--- src/rtl/common_pkg.sv ---
// Shared helpers for the multi-lane queue: leading-ones count
// and default pointer/count widths.
package common_pkg;

    localparam int DEF_DEPTH = 8;
    localparam int DEF_PTR_W = $clog2(DEF_DEPTH);
    localparam int DEF_CNT_W = DEF_PTR_W + 1;

    // Number of consecutive ones starting at bit 0, within the low w bits.
    function automatic int lead_ones(input logic [63:0] v, input int w);
        int   n;
        logic run;
        n   = 0;
        run = 1'b1;
        for (int i = 0; i < 64; i++) begin
            if (i >= w || !v[i]) run = 1'b0;
            if (run) n++;
        end
        return n;
    endfunction

endpackage

--- src/rtl/lead_ones_cnt.sv ---
// Counts consecutive ones from bit 0 of a lane handshake vector.
module lead_ones_cnt
    import common_pkg::*;
#(
    parameter int W  = 2,
    parameter int CW = $clog2(W + 1)
) (
    input  logic [W-1:0]  vec,
    output logic [CW-1:0] cnt
);

    assign cnt = CW'(lead_ones(64'(vec), W));

endmodule

--- src/rtl/multi_lane_fifo.sv ---
// In-order circular FIFO with thermometer multi-lane enqueue/dequeue
// and synchronous flush.
module multi_lane_fifo
    import common_pkg::*;
#(
    parameter int DATA_W = 32,
    parameter int DEPTH  = DEF_DEPTH,
    parameter int ENQ_W  = 2,
    parameter int DEQ_W  = 2
) (
    input  logic                          clk,
    input  logic                          rst,
    input  logic                          flush,
    input  logic [ENQ_W-1:0]              enq_valid,
    input  logic [ENQ_W-1:0][DATA_W-1:0]  enq_data,
    output logic [ENQ_W-1:0]              enq_ready,
    output logic [DEQ_W-1:0]              deq_valid,
    output logic [DEQ_W-1:0][DATA_W-1:0]  deq_data,
    input  logic [DEQ_W-1:0]              deq_ready,
    output logic [$clog2(DEPTH):0]        count,
    output logic                          full,
    output logic                          empty
);

    localparam int PTR_W = $clog2(DEPTH);
    localparam int CNT_W = PTR_W + 1;
    localparam int NE_W  = $clog2(ENQ_W + 1);
    localparam int ND_W  = $clog2(DEQ_W + 1);

    logic [DATA_W-1:0] mem [DEPTH];
    logic [PTR_W-1:0]  head;
    logic [PTR_W-1:0]  tail;
    logic [CNT_W-1:0]  free;
    logic [NE_W-1:0]   n_enq;
    logic [ND_W-1:0]   n_deq;
    logic              clr;

    assign clr  = rst | flush;
    assign free = CNT_W'(DEPTH) - count;

    // Handshakes depend on registered count only; dequeues never free
    // space in the same cycle.
    always_comb begin
        for (int i = 0; i < ENQ_W; i++) begin
            enq_ready[i] = free > CNT_W'(i);
        end
        for (int i = 0; i < DEQ_W; i++) begin
            deq_valid[i] = count > CNT_W'(i);
            deq_data[i]  = mem[head + PTR_W'(i)];
        end
    end

    assign full  = count == CNT_W'(DEPTH);
    assign empty = count == '0;

    lead_ones_cnt #(.W(ENQ_W), .CW(NE_W)) u_enq_cnt (
        .vec (enq_valid & enq_ready),
        .cnt (n_enq)
    );

    lead_ones_cnt #(.W(DEQ_W), .CW(ND_W)) u_deq_cnt (
        .vec (deq_valid & deq_ready),
        .cnt (n_deq)
    );

    always_ff @(posedge clk) begin
        if (!clr) begin
            for (int i = 0; i < ENQ_W; i++) begin
                if (i < int'(n_enq)) mem[tail + PTR_W'(i)] <= enq_data[i];
            end
        end
    end

    always_ff @(posedge clk) begin
        if (clr) begin
            head  <= '0;
            tail  <= '0;
            count <= '0;
        end else begin
            head  <= head + PTR_W'(n_deq);
            tail  <= tail + PTR_W'(n_enq);
            count <= count + CNT_W'(n_enq) - CNT_W'(n_deq);
        end
    end

    logic [ENQ_W-1:0] ev_inc;
    assign ev_inc = enq_valid + ENQ_W'(1);

    always_ff @(posedge clk) begin
        if (!rst) begin
            assert (count <= CNT_W'(DEPTH))
                else $error("count exceeds DEPTH: %0d", count);
            assert ((enq_valid & ev_inc) == '0)
                else $warning("enq_valid not thermometer: %b", enq_valid);
        end
    end

endmodule

--- config.mk ---
export PLATFORM = sky130hd
export DESIGN_NAME = multi_lane_fifo
export DESIGN_NICKNAME = d
export VERILOG_FILES = /design/src/rtl/common_pkg.sv /design/src/rtl/lead_ones_cnt.sv /design/src/rtl/multi_lane_fifo.sv
export SDC_FILE = /design/constraint.sdc
export NUM_CORES = 1
export LEC_CHECK = 0
export BUFFER_PORTS_ARGS = -buffer_cell sky130_fd_sc_hd__buf_2
export CAP_MARGIN = 20
export CORE_ASPECT_RATIO = 1.5
export CORE_MARGIN = 1.5
export CORE_UTILIZATION = 58
export DETAILED_ROUTE_END_ITERATION = 8
export PLACE_DENSITY = 0.84
export SYNTH_ARGS = -nofsm -noshare
export SYNTH_HDL_FRONTEND = slang
export SYNTH_HIERARCHICAL = 1
export SYNTH_SLANG_ARGS = --single-unit
--- constraint.sdc ---
create_clock -name clk -period 6 [get_ports clk]
set_clock_uncertainty 0.15 [all_clocks]
set_input_delay 0.3 -clock clk [delete_from_list [all_inputs] [get_ports clk]]
set_output_delay 0.3 -clock clk [all_outputs]
set_load 0.01 [all_outputs]
; Yosys cells after proc, flatten, opt, wreduce, memory -nomap -nowiden
; Memories as Yosys holds them, arrays and structs flattened. A register that Yosys moved wholly into a read port is not among the register bits.
; Cells that the tools add are included.
[totals]
reg_bits = 10
latchBits = 0
ram_bits = 256
rom_bits = 0
inputBits = 71
out_inout_bits = 74
wordCells = 39
mem_count = 1
[classes]
addsub = 9
mul = 0
div = 0
magnitude_cmp = 6
n_eq_ne = 1
shift = 0
n_mux = 15
bitwise_logic = 3
n_reduce_logical = 1
[memory_table]
columns = memory, depth, word_bits, read_ports, rd_clocked_by_memory_dff, wr, line_no
row1 = mem, 8, 32, 2, 1, 2, multi_lane_fifo.sv:30  ; logic [DATA_W-1:0] mem [DEPTH];
[ops]
columns = operator, n
row1 = $gt A4 B1 Y1 const B, 4
row2 = $mux W1, 12
row3 = $add A3 B1 Y3 const B, 2
row4 = $add A3 B2 Y3, 2
row5 = $add A2 B2 Y2 const B, 2
row6 = $add A4 B2 Y4, 1
row7 = $and A2 B2 Y2, 2
row8 = $eq A4 B4 Y1 const B, 1
row9 = $logic_not A4 Y1, 1
row10 = $lt A1 B2 Y1 const A, 2
row11 = $mux W2, 2
row12 = $sub A4 B2 Y4, 1
row13 = $sub A4 B4 Y4 const A, 1
row14 = $mux W3, 1
row15 = $or A1 B1 Y1, 1

; Depth between registers and ports, before layout
; Gate-level depths: netlist of the first run.
[logic_depth]
depth_word = 10
depth_mapped = 11
depth_no_buf = 11

; By module
; The synthesis of the first run kept the hierarchy.
[by_module_without_submodules]
columns = mod, n_inst, cells_each, area_per_inst_um2, seq_area_each_um2
row1 = multi_lane_fifo, 1, 861, 15384.8, 7887.6
row2 = lead_ones_cnt, 2, 2, 16.3, 0.0

; Least setup slack after synthesis of the first run
; Ideal clock, no wire load.
[synth_path]
path_type = register to register
startpoint = reg count[1]
endpoint = mem mem[0][0] (enable)
setup_time_ps = 472
arrival_time_ps = 4344
required_ps = 5378
setup_slack_ps = 1034
stages_incl_launch_ff = 8
path_cell_list = dfxtp_1 -> nor4b_1 -> a31oi_1 -> and2_1 -> and2b_2 -> nor2_1 -> or4_1 -> o32ai_1
[synth_rtl]
columns = item, line_no
row1 = from (decl), multi_lane_fifo.sv:20  ; output logic [$clog2(DEPTH):0] count,
row2 = from (signal assigned), multi_lane_fifo.sv:82  ; count <= count + CNT_W'(n_enq) - CNT_W'(n_deq);
row3 = to (decl), multi_lane_fifo.sv:30

==> flow_summary.json, run 1 <==
{
  "synth-warning-count": 6,
  "synth_most_common_cell": "mux2_2",
  "layoutNonFillerInstCount": 1356,
  "final-hold-violation-count": 0,
  "synth_simple_gate_area_frac": 0.0200,
  "power.static_leakage_nw": 5.77,
  "gate_count_of_the_mapped_netlist": 865,
  "detail_route.drc_violations": 0,
  "final_antenna_net_count": 0,
  "final.fill_count": 1694,
  "drv_slew": 0,
  "syn_nets": 950,
  "cts.reportedPaths.clkPinSlew_ns": 0.07,
  "clock_tree_from_tritoncts": "done",
  "clk_root_buffer_cell": "clkbuf_16",
  "syn-cell-area_sq_mm": 0.0154,
  "synth.area.mux_share": 0.421,
  "via_count_of_the_first_global_routing_pass": 9871,
  "cts_made_buffers": 26,
  "register_area_sq_mm": 0.00790,
  "power_report.internal_total_mw": 3.70,
  "multiInputGateArea_sq_mm": 0.00731,
  "die_x_um": 136,
  "comb_power_share": 0.236,
  "hp-class": "input port to flop",
  "detailedPlacementHpwl_mm": 22.8,
  "floorplan.core_area_sq_mm": 0.0259,
  "clk_path_buf_depth": 3,
  "fp-row-count": 72,
  "synth_ff_type": "edfxtp_1",
  "gpl.final_weighted_congestion": 0.809,
  "synth_area_leader_cell": "edfxtp_1",
  "synth.yosys.seq_area_share": 0.512,
  "dr.pass1.iters": 5,
  "rsz0062_at_grt": "false",
  "layout_worst_path_cycle_share": 0.641,
  "dieHeight_um": 203,
  "grt_first_pass_wirelength_mm": 57.1,
  "grt_overflow_total": 0,
  "synth-adder-area-share": 0.0133,
  "worstSetupStartpointType": "flop",
  "grtUsageTotal": 0.277,
  "clock.fmax_ghz": 0.260,
  "initialDrtViolationCount": 666,
  "detailroute.via_count": 9085,
  "critPathArrivalTime_ns": 3.89,
  "final_layout_size_suffix_gt1_frac": 0.660,
  "finish.net_count": 1085,
  "place.port_buffers": 144,
  "max_slew.worst_pin.slew_ns": 1.05,
  "floorplan.initialDensity": 0.594,
  "async_reset_ff_frac": 0,
  "worstPathMaxFanout": 20,
  "synth_cell_type_count": 42,
  "power.share.clock": 0.335,
  "finalCoreUtilization": 0.675,
  "post_synthesis_compound_gate_area_fraction": 0.00471,
  "worst_skew_pair.late_latency_ns": 0.52,
  "worst_ir_drop_vdd_mv": 0.275,
  "die-area_sq_mm": 0.0276,
  "power.density_mw_per_mm2": 287,
  "drv.max_cap_violation_count": 0,
  "power.switching_mw": 1.32,
  "synth-xor-area-share": 0.00438,
  "swShare": 0.263,
  "avgSynthCellArea_sq_um": 17.8,
  "drt_wl_total_mm": 36.7,
  "setup_violations": 0,
  "seqPwrFrac": 0.429,
  "finalWorstPathRequiredPeriod_ns": 3.84,
  "grt_antenna_before_repair": 3,
  "maxSlewHeadroom": 0.297,
  "yosys-top-cells-area": "edfxtp_1 (50%), mux2_2 (23%), mux4_2 (19%)",
  "seq_cells_post_synth": 266,
  "totalNegativeSetupSlack_ns": 0,
  "avgRoutedWirePerCell_um": 27.1,
  "combinational_family_with_the_most_area_after_synthesis": "multiplexers",
  "worst_ep_required_time_ns": 6.04,
  "clock-sinks": 266,
  "yosys-top-cells-count": "mux2_2 (313), edfxtp_1 (256), mux4_2 (128)",
  "cts.htree.levels": 1,
  "area_growth_pct": 13.7,
  "post-place-cells": 1298,
  "maximum_number_of_pins_on_one_net_before_global_route_repair": 65,
  "io-pin-count": 145,
  "post-synth-top-area-fraction": 0.499,
  "crit_path_end_kind": "flop",
  "via_per_inst": 6.70,
  "critical_path_class": "flop to flop",
  "outcome": "finished clean",
  "edff_count_synth": 256
}
## cell type report
cell class / count / share of cell area
tap: 333 / 0.0238
clock buffer: 31 / 0.0394
sequential: 266 / 0.451
antenna: 3 / 0.000428
multi-input combinational: 525 / 0.417
clock inverter: 17 / 0.0102
inverter: 11 / 0.00236
timing repair buffer: 170 / 0.0560
## layer usage
layer,GRT usage,vias up,routed length (um)
met2,0.508,331,20200
met5,0,-,13
li1,-,3873,-
met4,0.0832,2,861
met1,0.337,4820,13400
met3,0.0372,59,2230
## state kept, by name (all words and copies together), names as in the netlist
register / count
mem: 256
count: 4
tail: 3
head: 3
## cell usage in the layout (no fill, tap or decap), types with 4 or more instances in the layout
cell	synthesis	layout
mux4_2	128	128
buf_4	0	19
ha_1	10	9
nand3_2	0	4
buf_2	39	144
fa_1	4	4
clkinv_2	0	4
and2_1	11	11
mux2_1	7	7
dfxtp_1	10	7
bufinv_16	0	4
clkinv_1	0	8
edfxtp_1	256	256
clkbuf_16	0	27
clkbuf_1	15	4
nand2_1	5	5
mux2_2	313	313
inv_1	11	11
## cell families after synthesis
group,count (synthesis)
buffers and inverters,74
multiplexers,449
XOR/XNOR,6
AO/OA/AOI/OAI,11
AND/OR/NAND/NOR,45
adder cells (fa/ha/maj),14
flip-flops,266
## metrics by stage
stage                     setup WS, ns  power [mW]  hold WS (ns)  instance area [sq um]
after detailed placement          2.15        3.38         0.463                  16500
final                             2.16        5.03        0.0196                  17500
after global placement            2.22        3.36         0.467                  16500
after CTS                         2.13        5.05       0.00734                  17400
after floorplan                   1.03        3.01         0.341                  15400
after global routing              1.87        5.21        0.0235                  17500
## what timing repair did
item	4_1_cts	5_1_grt
gates resized for setup	0	0
endpoints found under the hold margin	3	0
hold buffers	3	0
setup buffers	0	0
## power groups by stage
stage / sequential, mW / clock (mW) / combinational [mW]
finish: 2.16 / 1.68 / 1.19
global route: 2.17 / 1.76 / 1.28
CTS: 2.16 / 1.70 / 1.19
detailed placement: 2.20 / 0 / 1.18
global placement: 2.20 / 0 / 1.17
floorplan: 2.16 / 0 / 0.844
## path summary, 6_finish.rpt
path / slack (ns) / from / depth (start not counted) / endpoint
max: 2.16 / count[1] / 8 / mem[0][13]
min: 0.02 / enq_data[30] / 2 / mem[5][30]
max reg2reg: 2.16 / count[1] / 8 / mem[0][13]
min reg2reg: 0.52 / count[0] / 2 / count[0]
## worst max-delay path, cell delays in order, from the launching register on
cell and delay, ns:
dfxtp_1 0.34, nor4b_1 0.51, a31oi_1 0.09, and2_1 0.18, and2b_2 0.23, nor2_1 0.05, or4_1 0.62, o32ai_4 0.83
buf_4 0.47
No activity file was read; power rests on OpenSTA's default activity.
==> run 2: changes to the inputs <==
- clock period: 6 -> 3.55 ns (I/O delays scaled with it)
==> run 2 against run 1 <==
Effect of this change:
- critical path depth increased by 1
- first-iteration DRC count increased by 1.4%
- sequential cell count did not move
- via count up 6.5%
- largest cell class unchanged
- cell count up 8.2%
- critical path type unchanged
- count of clock-buffer cells in the layout decreased by 2
- maximum frequency rose by 10%
- global-route usage increased by 1.6 points
==> flow_summary.json, run 2 (same netlist as run 1, synthesis figures left out) <==
{
  "outcome": "finished clean",
  "rsz0062_at_grt": "true",
  "final_common_cell": "mux2_2",
  "cp_top_delay_family": "simple AND/OR/NAND/NOR gates",
  "final-hold-violation-count": 0,
  "grtUsageTotal": 0.293,
  "critPathBufInv": 2,
  "die-area_sq_mm": 0.0276,
  "power.density_mw_per_mm2": 456,
  "cts_made_buffers": 26,
  "worstPathMaxFanout": 17,
  "layout_setup_ws_ns": 0.0701,
  "num_antenna_cells": 0,
  "via_count_of_the_first_global_routing_pass": 10500,
  "clk_root_buffer_cell": "clkbuf_16",
  "critPathMaxStageDelay_ns": 0.56,
  "final_layout_size_suffix_gt1_frac": 0.617,
  "worst_hold_startpoint": "deq_ready[0]",
  "regToRegStartpoint": "count[3]",
  "layoutNonFillerInstCount": 1467,
  "pre_cts_ws_ns": 0.380,
  "worstSetupStartpointType": "flop",
  "setup_violations": 0,
  "crit_slowest_cell": "dlygate4sd3_1",
  "detailedPlacementHpwl_mm": 23.7,
  "floorplan.initialDensity": 0.594,
  "avgRoutedWirePerCell_um": 27.3,
  "area_growth_pct": 20.9,
  "postPlaceCellArea_sq_mm": 0.0168,
  "drv.max_cap_violation_count": 0,
  "gpl.final_weighted_congestion": 0.798,
  "top_register": "mem",
  "reg_top3": "mem (256), count (4)",
  "seqPwrFrac": 0.426,
  "cts.reportedPaths.clkPinSlew_ns": 0.06,
  "drv_slew": 0,
  "fp-row-count": 72,
  "worst_ep_required_time_ns": 3.68,
  "most-common-layout-cells": "mux2_2 (313), edfxtp_1 (256), buf_2 (144), mux4_2 (128), dlygate4sd3_1 (93)",
  "postLayoutCellArea_sq_mm": 0.0186,
  "hold_ws_ns": 0.0985,
  "power_report.internal_total_mw": 6.19,
  "die_x_um": 136,
  "critPathArrivalTime_ns": 3.61,
  "totalNegativeSetupSlack_ns": 0,
  "dieHeight_um": 203,
  "place.port_buffers": 144,
  "swShare": 0.271,
  "comb_power_share": 0.256,
  "drt_wl_total_mm": 40.0,
  "flip_flop_count_of_the_largest_register_after_layout": 256,
  "power.share.clock": 0.318,
  "via_per_inst": 6.59,
  "clock_tree_from_tritoncts": "done",
  "detail_route.drc_violations": 0,
  "maxSlewHeadroom": 0.543,
  "detailroute.via_count": 9673,
  "final_antenna_net_count": 0,
  "cts.htree.levels": 1,
  "grt_overflow_total": 0,
  "maximum_number_of_pins_on_one_net_before_global_route_repair": 77,
  "worst_skew_pair.late_latency_ns": 0.53,
  "worst_ir_drop_vdd_mv": 0.443,
  "hp-class": "input port to flop",
  "power.static_leakage_nw": 6.26,
  "layout_worst_path_cycle_share": 0.980,
  "dr.pass1.iters": 5,
  "initialDrtViolationCount": 675,
  "finish.net_count": 1199,
  "finalWorstPathRequiredPeriod_ns": 3.48,
  "max_slew.worst_pin.slew_ns": 0.685,
  "grt_antenna_before_repair": 0,
  "power.switching_mw": 2.30,
  "io-pin-count": 145,
  "post-place-cells": 1323,
  "floorplan.core_area_sq_mm": 0.0259,
  "clk_path_buf_depth": 3,
  "clock-sinks": 266,
  "clock.fmax_ghz": 0.287,
  "crit_chain": "nor4b_2 -> a31oi_1 -> and2_1 -> and2_2 -> or4b_4 -> nor3_4 -> buf_8 -> mux2_2 -> dlygate4sd3_1",
  "crit_path_end_kind": "flop",
  "worst_setup_path_startpoint": "count[3]",
  "critical_path_class": "flop to flop",
  "grt_first_pass_wirelength_mm": 60.3
}
-- run 2: changes by cell type in the layout (fill, tap and decap cells not counted), moves of 2 or more --
cell and delta:
dlygate4sd3_1 +90, buf_4 +15, buf_12 +5, diode_2 -3, buf_6 +2, buf_8 +2, bufinv_16 -2, clkbuf_1 -2
clkinv_2 +2, clkinvlp_4 +2, nor4b_1 -2, nor4b_2 +2
-- run 2: worst paths after layout --
check / to / slack (ns) / cells after the start
hold / removal: head[0] / 0.1 / 5
setup / recovery: mem[1][9] / 0.07 / 9
hold reg to reg: count[0] / 0.53 / 2
setup reg to reg: mem[1][9] / 0.07 / 9
-- run 2: final cells by class --
class	instances	area [sq um]
clock buffer	29	683
clock inverter	19	139
fill	1613	7310
inverter	11	41.3
multi-input combinational	525	7320
sequential	266	7900
tap	333	417
timing repair buffer	284	2140
-- run 2: worst register-to-register path: stages, from the launching register on --
cell	delay, ns
dfxtp_1	0.34
nor4b_2	0.18
a31oi_1	0.18
and2_1	0.16
and2_2	0.22
or4b_4	0.52
nor3_4	0.29
buf_8	0.25
mux2_2	0.37
dlygate4sd3_1	0.56
-- run 2: power groups by stage --
stage	Sequential (mW)	Combinational (mW)	Clock, mW
global placement	3.67	2.03	0
finish	3.61	2.18	2.70
CTS	3.61	2.17	2.72
floorplan	3.65	1.43	0
detailed placement	3.68	2.07	0
global route	3.62	2.34	2.84
-- run 2: through the flow --
step	utilization	power, mW
after floorplan	-	5.08
after global placement	0.647	5.70
after detailed placement	0.647	5.74
after CTS	0.715	8.49
after global routing	0.718	8.80
final	0.718	8.49
-- run 2: per-layer routing --
layer  share of wire  vias up  wire length (um)  global-route usage
met5               0        -                 0                   0
met4           0.025        0               999               0.102
met3           0.066       86              2640              0.0447
met2            0.56      443             22300               0.536
met1            0.35     5045             14000               0.347
li1                -     4099                 -                   -
-- run 2: repair_timing --
| item | CTS | global route |
|---|---|---|
| buffers inserted | 0 | 2 |
| resized for setup | 0 | 11 |
| endpoints found under the hold margin | 260 | 0 |
| endpoints found under the setup margin | 0 | 19 |
| hold buffers | 93 | 0 |
